--- src/rtl/seq_alu_pkg.sv ---
`default_nettype none
// ============================================================================
//  Module      : seq_alu_pkg
//  Description : Opcodes, FSM state encoding and helpers shared by the
//                sequential accumulator ALU.
//  Revision    : 1.0 - initial release
// ============================================================================
package seq_alu_pkg;

    localparam logic [3:0] c_OP_AND  = 4'd0;
    localparam logic [3:0] c_OP_ADD  = 4'd1;
    localparam logic [3:0] c_OP_CLA  = 4'd2;
    localparam logic [3:0] c_OP_CMA  = 4'd3;
    localparam logic [3:0] c_OP_CIR  = 4'd4;
    localparam logic [3:0] c_OP_CIL  = 4'd5;
    localparam logic [3:0] c_OP_INC  = 4'd6;
    localparam logic [3:0] c_OP_CLE  = 4'd7;
    localparam logic [3:0] c_OP_CME  = 4'd8;
    localparam logic [3:0] c_OP_SPA  = 4'd9;
    localparam logic [3:0] c_OP_SNA  = 4'd10;
    localparam logic [3:0] c_OP_SZA  = 4'd11;
    localparam logic [3:0] c_OP_SZE  = 4'd12;
    localparam logic [3:0] c_OP_LDA  = 4'd13;
    localparam logic [3:0] c_OP_LDAI = 4'd14;
    localparam logic [3:0] c_OP_MUL  = 4'd15;

    typedef enum logic [1:0] {
        ST_IDLE = 2'd0,
        ST_ITER = 2'd1,
        ST_DONE = 2'd2
    } state_t;

    // Operations that run through the multi-cycle iteration datapath
    function automatic logic is_iter(input logic [3:0] op);
        return (op == c_OP_CIR) || (op == c_OP_CIL) || (op == c_OP_MUL);
    endfunction

endpackage
`default_nettype wire

--- src/rtl/seq_alu_if.sv ---
`default_nettype none
// ============================================================================
//  Module      : seq_alu_if
//  Description : Request/response bus between the control unit (master) and
//                the sequential ALU (slave).
//  Revision    : 1.0 - initial release
// ============================================================================
interface seq_alu_if #(
    parameter int W     = 16,
    parameter int IMM_W = W - 8,
    parameter int SH_W  = $clog2(W + 1)
);
    logic             in_valid;
    logic             in_ready;
    logic [3:0]       op;
    logic [W-1:0]     op1;
    logic [W-1:0]     op2;
    logic [IMM_W-1:0] imm;
    logic [SH_W-1:0]  shamt;
    logic             out_valid;
    logic             out_ready;
    logic [W-1:0]     result;
    logic             skip;
    logic             E;
    logic             Z;
    logic             N;

    modport master (
        output in_valid, op, op1, op2, imm, shamt, out_ready,
        input  in_ready, out_valid, result, skip, E, Z, N
    );

    modport slave (
        input  in_valid, op, op1, op2, imm, shamt, out_ready,
        output in_ready, out_valid, result, skip, E, Z, N
    );
endinterface
`default_nettype wire

--- src/rtl/seq_alu_iter.sv ---
`default_nettype none
// ============================================================================
//  Module      : seq_alu_iter
//  Description : Iteration datapath: (W+1)-bit rotate ring that doubles as the
//                partial-product register, multiplier shift register and a
//                step down-counter. Sequenced by the parent FSM.
//  Revision    : 1.0 - initial release
// ============================================================================
module seq_alu_iter
    import seq_alu_pkg::*;
#(
    parameter int W  = 16,
    parameter int CW = $clog2(W + 2)
) (
    input  logic          clk,
    input  logic          rst_n,
    input  logic          i_load,
    input  logic          i_step,
    input  logic [3:0]    i_op,
    input  logic [W-1:0]  i_a,
    input  logic [W-1:0]  i_b,
    input  logic          i_e,
    input  logic [CW-1:0] i_count,
    output logic          o_last,
    output logic [W-1:0]  o_result,
    output logic          o_e
);

    logic [3:0]    r_op;
    logic [W:0]    r_ring;
    logic [W-1:0]  r_mq;
    logic [W-1:0]  r_mcand;
    logic [CW-1:0] r_cnt;

    logic [W:0]    w_sum;
    logic [W:0]    w_ring_next;
    logic [W-1:0]  w_mq_next;

    // One iteration step: rotate the {AC,E} ring, or one shift-add of the multiply
    always_comb begin
        w_sum       = {1'b0, r_ring[W-1:0]} + (r_mq[0] ? {1'b0, r_mcand} : {(W+1){1'b0}});
        w_ring_next = r_ring;
        w_mq_next   = r_mq;
        case (r_op)
            c_OP_CIL: w_ring_next = {r_ring[W-1:0], r_ring[W]};
            c_OP_CIR: w_ring_next = {r_ring[0], r_ring[W:1]};
            c_OP_MUL: begin
                // Carry and sum shift right together; low product bits
                // enter the top of the multiplier register.
                w_ring_next = {1'b0, w_sum[W:1]};
                w_mq_next   = {w_sum[0], r_mq[W-1:1]};
            end
            default: ;
        endcase
    end

    // Load operands on accept, then advance one step per cycle while counting down
    always_ff @(posedge clk or negedge rst_n) begin
        if (!rst_n) begin
            r_op    <= c_OP_AND;
            r_ring  <= '0;
            r_mq    <= '0;
            r_mcand <= '0;
            r_cnt   <= '0;
        end else if (i_load) begin
            r_op    <= i_op;
            r_ring  <= (i_op == c_OP_MUL) ? {(W+1){1'b0}} : {i_a, i_e};
            r_mq    <= i_a;
            r_mcand <= i_b;
            r_cnt   <= i_count;
        end else if (i_step) begin
            r_ring  <= w_ring_next;
            r_mq    <= w_mq_next;
            r_cnt   <= r_cnt - CW'(1);
        end
    end

    // The result presented is what the current (possibly final) step produces
    assign o_last   = (r_cnt == CW'(1));
    assign o_result = (r_op == c_OP_MUL) ? w_mq_next : w_ring_next[W:1];
    assign o_e      = (r_op == c_OP_MUL) ? (|w_ring_next[W-1:0]) : w_ring_next[0];

endmodule
`default_nettype wire

--- src/rtl/seq_alu.sv ---
`default_nettype none
// ============================================================================
//  Module      : seq_alu
//  Description : Registered accumulator ALU with valid/ready handshake,
//                link flag E, Z/N flags, multi-position rotate-through-E and
//                shift-add multiply.
//  Revision    : 1.0 - initial release
// ============================================================================
module seq_alu
    import seq_alu_pkg::*;
#(
    parameter int W     = 16,
    parameter int IMM_W = W - 8,
    parameter int SH_W  = $clog2(W + 1)
) (
    input  logic      CLK,
    input  logic      RST_N,
    seq_alu_if.slave  bus
);

    // Counter must hold W+1 (full-ring rotate)
    localparam int CW = $clog2(W + 2);

    state_t           r_state;
    state_t           w_state_next;
    logic [3:0]       r_op;
    logic [W-1:0]     r_op1;
    logic [W-1:0]     r_op2;
    logic [IMM_W-1:0] r_imm;
    logic             r_out_valid;
    logic [W-1:0]     r_result;
    logic             r_skip;
    logic             r_e;
    logic             r_z;
    logic             r_n;

    logic             w_idle_ready;
    logic             w_accept;
    logic             w_load;
    logic             w_step;
    logic             w_commit_single;
    logic             w_commit_iter;
    logic             w_release;
    logic [CW-1:0]    w_count;
    logic             w_it_last;
    logic [W-1:0]     w_it_result;
    logic             w_it_e;
    logic [W-1:0]     w_sc_result;
    logic             w_sc_skip;
    logic             w_sc_e;
    logic             w_sc_upd_zn;

    assign w_idle_ready = (r_state == ST_IDLE) && !r_out_valid;

    // State register
    always_ff @(posedge CLK or negedge RST_N) begin
        if (!RST_N) r_state <= ST_IDLE;
        else        r_state <= w_state_next;
    end

    // Next state and datapath strobes; DONE first computes single-cycle ops
    // (out_valid still low) and then waits for the consumer.
    always_comb begin
        w_state_next    = r_state;
        w_accept        = 1'b0;
        w_load          = 1'b0;
        w_step          = 1'b0;
        w_commit_single = 1'b0;
        w_commit_iter   = 1'b0;
        w_release       = 1'b0;
        case (r_state)
            ST_IDLE: begin
                if (bus.in_valid && w_idle_ready) begin
                    w_accept = 1'b1;
                    if (is_iter(bus.op)) begin
                        w_load       = 1'b1;
                        w_state_next = ST_ITER;
                    end else begin
                        w_state_next = ST_DONE;
                    end
                end
            end
            ST_ITER: begin
                w_step = 1'b1;
                if (w_it_last) begin
                    w_commit_iter = 1'b1;
                    w_state_next  = ST_DONE;
                end
            end
            ST_DONE: begin
                if (!r_out_valid) begin
                    w_commit_single = 1'b1;
                end else if (bus.out_ready) begin
                    w_release    = 1'b1;
                    w_state_next = ST_IDLE;
                end
            end
            default: w_state_next = ST_IDLE;
        endcase
    end

    // Step count: MUL runs W steps; rotate count 0 means 1, oversize clamps to W+1
    always_comb begin
        w_count = CW'(bus.shamt);
        if (bus.op == c_OP_MUL)               w_count = CW'(W);
        else if (bus.shamt == '0)             w_count = CW'(1);
        else if (CW'(bus.shamt) > CW'(W))     w_count = CW'(W + 1);
    end

    // Single-cycle operation results from the captured operands
    always_comb begin
        w_sc_result = '0;
        w_sc_skip   = 1'b0;
        w_sc_e      = r_e;
        w_sc_upd_zn = 1'b1;
        case (r_op)
            c_OP_AND:  w_sc_result = r_op1 & r_op2;
            c_OP_ADD:  {w_sc_e, w_sc_result} = {1'b0, r_op1} + {1'b0, r_op2};
            c_OP_CLA:  w_sc_result = '0;
            c_OP_CMA:  w_sc_result = ~r_op1;
            c_OP_INC:  w_sc_result = r_op1 + W'(1);
            c_OP_CLE: begin w_sc_e = 1'b0; w_sc_upd_zn = 1'b0; end
            c_OP_CME: begin w_sc_e = ~r_e; w_sc_upd_zn = 1'b0; end
            c_OP_SPA: begin w_sc_skip = !r_op1[W-1] && (|r_op1); w_sc_upd_zn = 1'b0; end
            c_OP_SNA: begin w_sc_skip = r_op1[W-1];              w_sc_upd_zn = 1'b0; end
            c_OP_SZA: begin w_sc_skip = (r_op1 == '0);           w_sc_upd_zn = 1'b0; end
            c_OP_SZE: begin w_sc_skip = !r_e;                    w_sc_upd_zn = 1'b0; end
            c_OP_LDA:  w_sc_result = r_op2;
            c_OP_LDAI: w_sc_result = W'(r_imm);
            default:   w_sc_result = '0;
        endcase
    end

    seq_alu_iter #(
        .W  (W),
        .CW (CW)
    ) u_iter (
        .clk      (CLK),
        .rst_n    (RST_N),
        .i_load   (w_load),
        .i_step   (w_step),
        .i_op     (bus.op),
        .i_a      (bus.op1),
        .i_b      (bus.op2),
        .i_e      (r_e),
        .i_count  (w_count),
        .o_last   (w_it_last),
        .o_result (w_it_result),
        .o_e      (w_it_e)
    );

    // Capture the request at the accept edge
    always_ff @(posedge CLK or negedge RST_N) begin
        if (!RST_N) begin
            r_op  <= c_OP_AND;
            r_op1 <= '0;
            r_op2 <= '0;
            r_imm <= '0;
        end else if (w_accept) begin
            r_op  <= bus.op;
            r_op1 <= bus.op1;
            r_op2 <= bus.op2;
            r_imm <= bus.imm;
        end
    end

    // Commit result and flags together with out_valid; hold until consumed
    always_ff @(posedge CLK or negedge RST_N) begin
        if (!RST_N) begin
            r_out_valid <= 1'b0;
            r_result    <= '0;
            r_skip      <= 1'b0;
            r_e         <= 1'b0;
            r_z         <= 1'b0;
            r_n         <= 1'b0;
        end else if (w_commit_single) begin
            r_out_valid <= 1'b1;
            r_result    <= w_sc_result;
            r_skip      <= w_sc_skip;
            r_e         <= w_sc_e;
            if (w_sc_upd_zn) begin
                r_z <= (w_sc_result == '0);
                r_n <= w_sc_result[W-1];
            end
        end else if (w_commit_iter) begin
            r_out_valid <= 1'b1;
            r_result    <= w_it_result;
            r_skip      <= 1'b0;
            r_e         <= w_it_e;
            r_z         <= (w_it_result == '0);
            r_n         <= w_it_result[W-1];
        end else if (w_release) begin
            r_out_valid <= 1'b0;
        end
    end

    // in_ready is forced low while reset is asserted
    assign bus.in_ready  = RST_N && w_idle_ready;
    assign bus.out_valid = r_out_valid;
    assign bus.result    = r_result;
    assign bus.skip      = r_skip;
    assign bus.E         = r_e;
    assign bus.Z         = r_z;
    assign bus.N         = r_n;

endmodule
`default_nettype wire
--- src/flat_wrapper.sv ---
// flat-port wrapper written by rule: the top's interface ports become plain ports
module seq_alu_flat import seq_alu_pkg::*;
#(
    parameter int W     = 16,
    parameter int IMM_W = W - 8,
    parameter int SH_W  = $clog2(W + 1)
)
  (CLK, RST_N, bus_in_valid, bus_op, bus_op1, bus_op2, bus_imm, bus_shamt, bus_out_ready, bus_in_ready, bus_out_valid, bus_result, bus_skip, bus_E, bus_Z, bus_N);
  seq_alu_if #(.W(W), .IMM_W(IMM_W), .SH_W(SH_W)) bus_i ();
  input  logic CLK;
  input  logic RST_N;
  input wire logic [$bits(bus_i.in_valid)-1:0] bus_in_valid;
  input wire logic [$bits(bus_i.op)-1:0] bus_op;
  input wire logic [$bits(bus_i.op1)-1:0] bus_op1;
  input wire logic [$bits(bus_i.op2)-1:0] bus_op2;
  input wire logic [$bits(bus_i.imm)-1:0] bus_imm;
  input wire logic [$bits(bus_i.shamt)-1:0] bus_shamt;
  input wire logic [$bits(bus_i.out_ready)-1:0] bus_out_ready;
  output wire logic [$bits(bus_i.in_ready)-1:0] bus_in_ready;
  output wire logic [$bits(bus_i.out_valid)-1:0] bus_out_valid;
  output wire logic [$bits(bus_i.result)-1:0] bus_result;
  output wire logic [$bits(bus_i.skip)-1:0] bus_skip;
  output wire logic [$bits(bus_i.E)-1:0] bus_E;
  output wire logic [$bits(bus_i.Z)-1:0] bus_Z;
  output wire logic [$bits(bus_i.N)-1:0] bus_N;
  assign bus_i.in_valid = bus_in_valid;
  assign bus_i.op = bus_op;
  assign bus_i.op1 = bus_op1;
  assign bus_i.op2 = bus_op2;
  assign bus_i.imm = bus_imm;
  assign bus_i.shamt = bus_shamt;
  assign bus_i.out_ready = bus_out_ready;
  assign bus_in_ready = bus_i.in_ready;
  assign bus_out_valid = bus_i.out_valid;
  assign bus_result = bus_i.result;
  assign bus_skip = bus_i.skip;
  assign bus_E = bus_i.E;
  assign bus_Z = bus_i.Z;
  assign bus_N = bus_i.N;
  seq_alu #(.W(W), .IMM_W(IMM_W), .SH_W(SH_W)) u_core (.CLK(CLK), .RST_N(RST_N), .bus(bus_i));
endmodule
--- config.mk ---
export PLATFORM = sky130hd
export DESIGN_NAME = seq_alu_flat
export DESIGN_NICKNAME = d
export VERILOG_FILES = /design/src/rtl/seq_alu_pkg.sv /design/src/rtl/seq_alu_if.sv /design/src/rtl/seq_alu_iter.sv /design/src/rtl/seq_alu.sv /design/src/flat_wrapper.sv
export SDC_FILE = /design/constraint.sdc
export NUM_CORES = 1
export LEC_CHECK = 0
export CAP_MARGIN = 10
export CELL_PAD_IN_SITES_DETAIL_PLACEMENT = 1
export CELL_PAD_IN_SITES_GLOBAL_PLACEMENT = 2
export CORE_UTILIZATION = 36
export DETAILED_ROUTE_END_ITERATION = 16
export PLACE_DENSITY_LB_ADDON = 0.1
export SETUP_SLACK_MARGIN = 0.5
export SLEW_MARGIN = 25
export SYNTH_ARGS = -nofsm -noshare
export SYNTH_HDL_FRONTEND = slang
export SYNTH_SLANG_ARGS = --single-unit
--- constraint.sdc ---
create_clock -name CLK -period 3.9 [get_ports CLK]
set_input_delay 0.975 -clock CLK [delete_from_list [all_inputs] [get_ports CLK]]
set_output_delay 0.975 -clock CLK [all_outputs]
set_load 0.02 [all_outputs]
==> flow_summary.yaml <==
sta:
  fmax_mhz: 310
  setup_tns_ns: 0
  tightest_slew_ns: 0.804
  clock_skew_ns: 0.0181
  setup_ws_ns: 0.679
  finalSetupViolCount: 0
  hold_viol: 0
  period_needed_ns: 3.22
  fin_crit_sh_pct: 82.6
  rsz0062_at_grt: "true"
  maxSlewViolCount: 0
  slew_headroom_pct: 46.3
finish:
  regArea_um2: 3130
  syn_to_final_growth_pct: 19.4
  instances_no_fill: 1415
  final_common_cell: "nand2_1"
  drive_gt1_share_pct: 10.9
  fillers: 2770
  multi_input_area_um2: 5330
  diodes: 0
  most-common-layout-cells: "nand2_1, dfrtp_1, nor2_1"
  fin_nets: 1175
  postLayoutCellArea_um2: 10400
synthesis:
  synth_cells: 1027
  yosysWarnings: 0
  synth_edf_count: 0
  seq_area_frac_synth_pct: 35.8
  synth_seq_cells: 125
  async_flop_share_pct: 100
  synth_ff_type: "dfrtp_1"
  synthDistinctLibCells: 75
  syn_area_um2: 8740
  synth_nets: 1118
  syn_area_per_cell_um2: 8.51
run:
  cap_violations: 0
clock_tree:
  clockBufferDepth: 2
  ctsHoldBuffers: 0
  cts_tree: "yes"
  clockRootBuffer: "clkbuf_16"
  path_clk_slew_ns: 0.06
  htree_num_levels: 4
  cts-buffers-inserted: 17
  clk-insertion-delay-late_ns: 0.43
  cts_resized: 0
  cts_setup_buffers: 0
  cts.sinks: 125
critical_path:
  cp.arrival_ns: 3.53
  crit_path_max_fanout: 15
  end_kind: "flip-flop"
  critical_path_class: "flip-flop to flip-flop"
  crit_required_ns: 4.21
  crit_path_start_kind: "flip-flop"
detailed_routing:
  wl_per_cell_um: 23.3
  vias: 8277
  routed_wl_mm: 33.0
  dr.pass1.iters: 7
  via_per_inst: 5.85
  drc: 0
  ant_nets: 0
  drtIter0Drc: 519
place:
  numPlacedInstances: 1384
  dp_slack_ns: 0.635
  numPortBuffers: 74
  place_area_um2: 9850
  place_hpwl_mm: 24.8
  gp_congestion: 0.862
global_routing:
  busiest_layer: "met2"
  overflow: 0
  grt_pass1_vias: 8517
  grt_pass1_wl_mm: 51.7
  antenna_found_initial: 0
  grt_max_degree: 51
  met3_usage_pct: 4.13
  track_usage_pct: 27.8
  grtUsageMet2_pct: 45.1
  use_met1_pct: 38.6
power_and_ir_drop:
  power_uw: 10600
  p_leak_uw: 0.00434
  peakVddDrop_mv: 0.351
  p_per_area_nw_per_um2: 1010
die:
  io_pins: 75
  die_h_um: 158
  start_util_pct: 37.0
  core_um2: 23600
  chipWidth_um: 158
  die_area_um2: 24900
  fp-row-count: 56
status:
  status: "completed"
min_path:
  hold_class: "flip-flop to flip-flop"
==> stage by stage <==
stage	util, %	hold WS [ns]
global placement	41.7	0.454
CTS	44.2	0.479
floorplan	-	0.437
finish	44.2	0.471
detailed placement	41.7	0.463
global route	44.2	0.505
==> registers in the layout, indices dropped and copies added (netlist names) <==
signal                 count
u_core.bus.skip            1
u_core.r_op1              16
u_core.r_op                4
u_core.bus.out_valid       1
u_core.u_iter.r_op         4
u_core.bus.E               1
u_core.r_op2              16
u_core.bus.result         16
u_core.u_iter.r_ring      17
u_core.r_imm               8
u_core.r_state             2
u_core.u_iter.r_mcand     16
u_core.bus.Z               1
u_core.u_iter.r_cnt        5
u_core.bus.N               1
u_core.u_iter.r_mq        16
==> synth_stat cells (all sizes together) (3+ instances only) <==
cell type / count / share of area [%]
nor2: 106 / 4.6
nand3b: 6 / 0.52
o2bb2ai: 5 / 0.50
nand2b: 15 / 1.1
dfrtp: 125 / 36
o211ai: 9 / 0.77
xor2: 11 / 1.1
o221ai: 10 / 1.0
and2: 22 / 1.6
nor4b: 5 / 0.67
buf: 12 / 0.66
mux2i: 25 / 2.9
o21ai: 66 / 3.8
a222oi: 5 / 0.57
a221oi: 4 / 0.40
o31a: 3 / 0.30
or4: 3 / 0.30
mux2: 39 / 5.0
a21o: 22 / 1.9
o21a: 3 / 0.26
and3: 5 / 0.36
or3: 5 / 0.36
o221a: 4 / 0.52
nor4: 12 / 1.0
a31oi: 8 / 0.57
o22ai: 17 / 1.3
a211oi: 21 / 1.9
a21oi: 78 / 4.5
nand4: 13 / 0.93
inv: 18 / 0.77
nand4b: 4 / 0.40
clkbuf: 50 / 2.2
nand3: 22 / 1.3
a22oi: 12 / 1.0
ha: 36 / 5.2
and4: 8 / 0.80
nor3: 22 / 1.3
nand2: 138 / 5.9
xnor2: 15 / 1.5
a221o: 7 / 0.80
and4b: 4 / 0.46
o21bai: 4 / 0.34
==> critical path, stage by stage, from the launching register on <==
cell     delay (ns)
dfrtp_1        0.39
buf_4          0.21
and2_1         0.16
ha_1           0.26
or4_4          0.55
o21ai_1        0.36
mux2i_1        0.13
or2_1          0.29
nor4_2         0.28
nand4_1        0.15
nor4_2         0.22
o21ai_1        0.09
==> worst paths after layout <==
kind | start | to | slack (ns) | cells past startpoint
max | u_core.u_iter.r_mq[0]$_DFFE_PN0P_ | u_core.bus.E$_DFFE_PN0P_ | 0.68 | 11
min | u_core.u_iter.r_mcand[6]$_DFFE_PN0P_ | u_core.u_iter.r_mcand[6]$_DFFE_PN0P_ | 0.47 | 2
max reg2reg | u_core.u_iter.r_mq[0]$_DFFE_PN0P_ | u_core.bus.E$_DFFE_PN0P_ | 0.68 | 11
min reg2reg | u_core.u_iter.r_mcand[6]$_DFFE_PN0P_ | u_core.u_iter.r_mcand[6]$_DFFE_PN0P_ | 0.47 | 2
max in group asynchronous | RST_N | u_core.r_imm[6]$_DFFE_PN0P_ | 2.14 | 3
min in group asynchronous | RST_N | u_core.u_iter.r_mcand[12]$_DFFE_PN0P_ | 0.67 | 2
==> report_power, final <==
part	leakage, uW	switching [uW]	internal (uW)	total [uW]
logic	0.00260	3630	2540	6170
registers	0.00148	853	1920	2770
clock network	0.000267	657	956	1610
==> cell type report <==
cell class	count	share of cell area, %
inverters	18	0.647
clock buffers	18	4.21
repair buffers	100	8.97
flip-flops and latches	125	30.0
well taps	319	3.82
multi-input cells	822	51.0
clock inverters	13	1.35
==> cell families after synthesis <==
kind of cell    share of synthesized area (%)
flops                                    35.8
buf+inv                                  3.59
simple gates                             22.6
xor+xnor                                 2.60
fa+ha+maj                                5.61
compound gates                           21.9
mux                                      7.88
==> layer usage <==
metal	up-vias	wire length, um
met4	0	612
li1	3894	-
met1	4126	15500
met5	-	0
met3	29	1620
met2	228	15200
No activity file was read; power rests on OpenSTA's default activity.
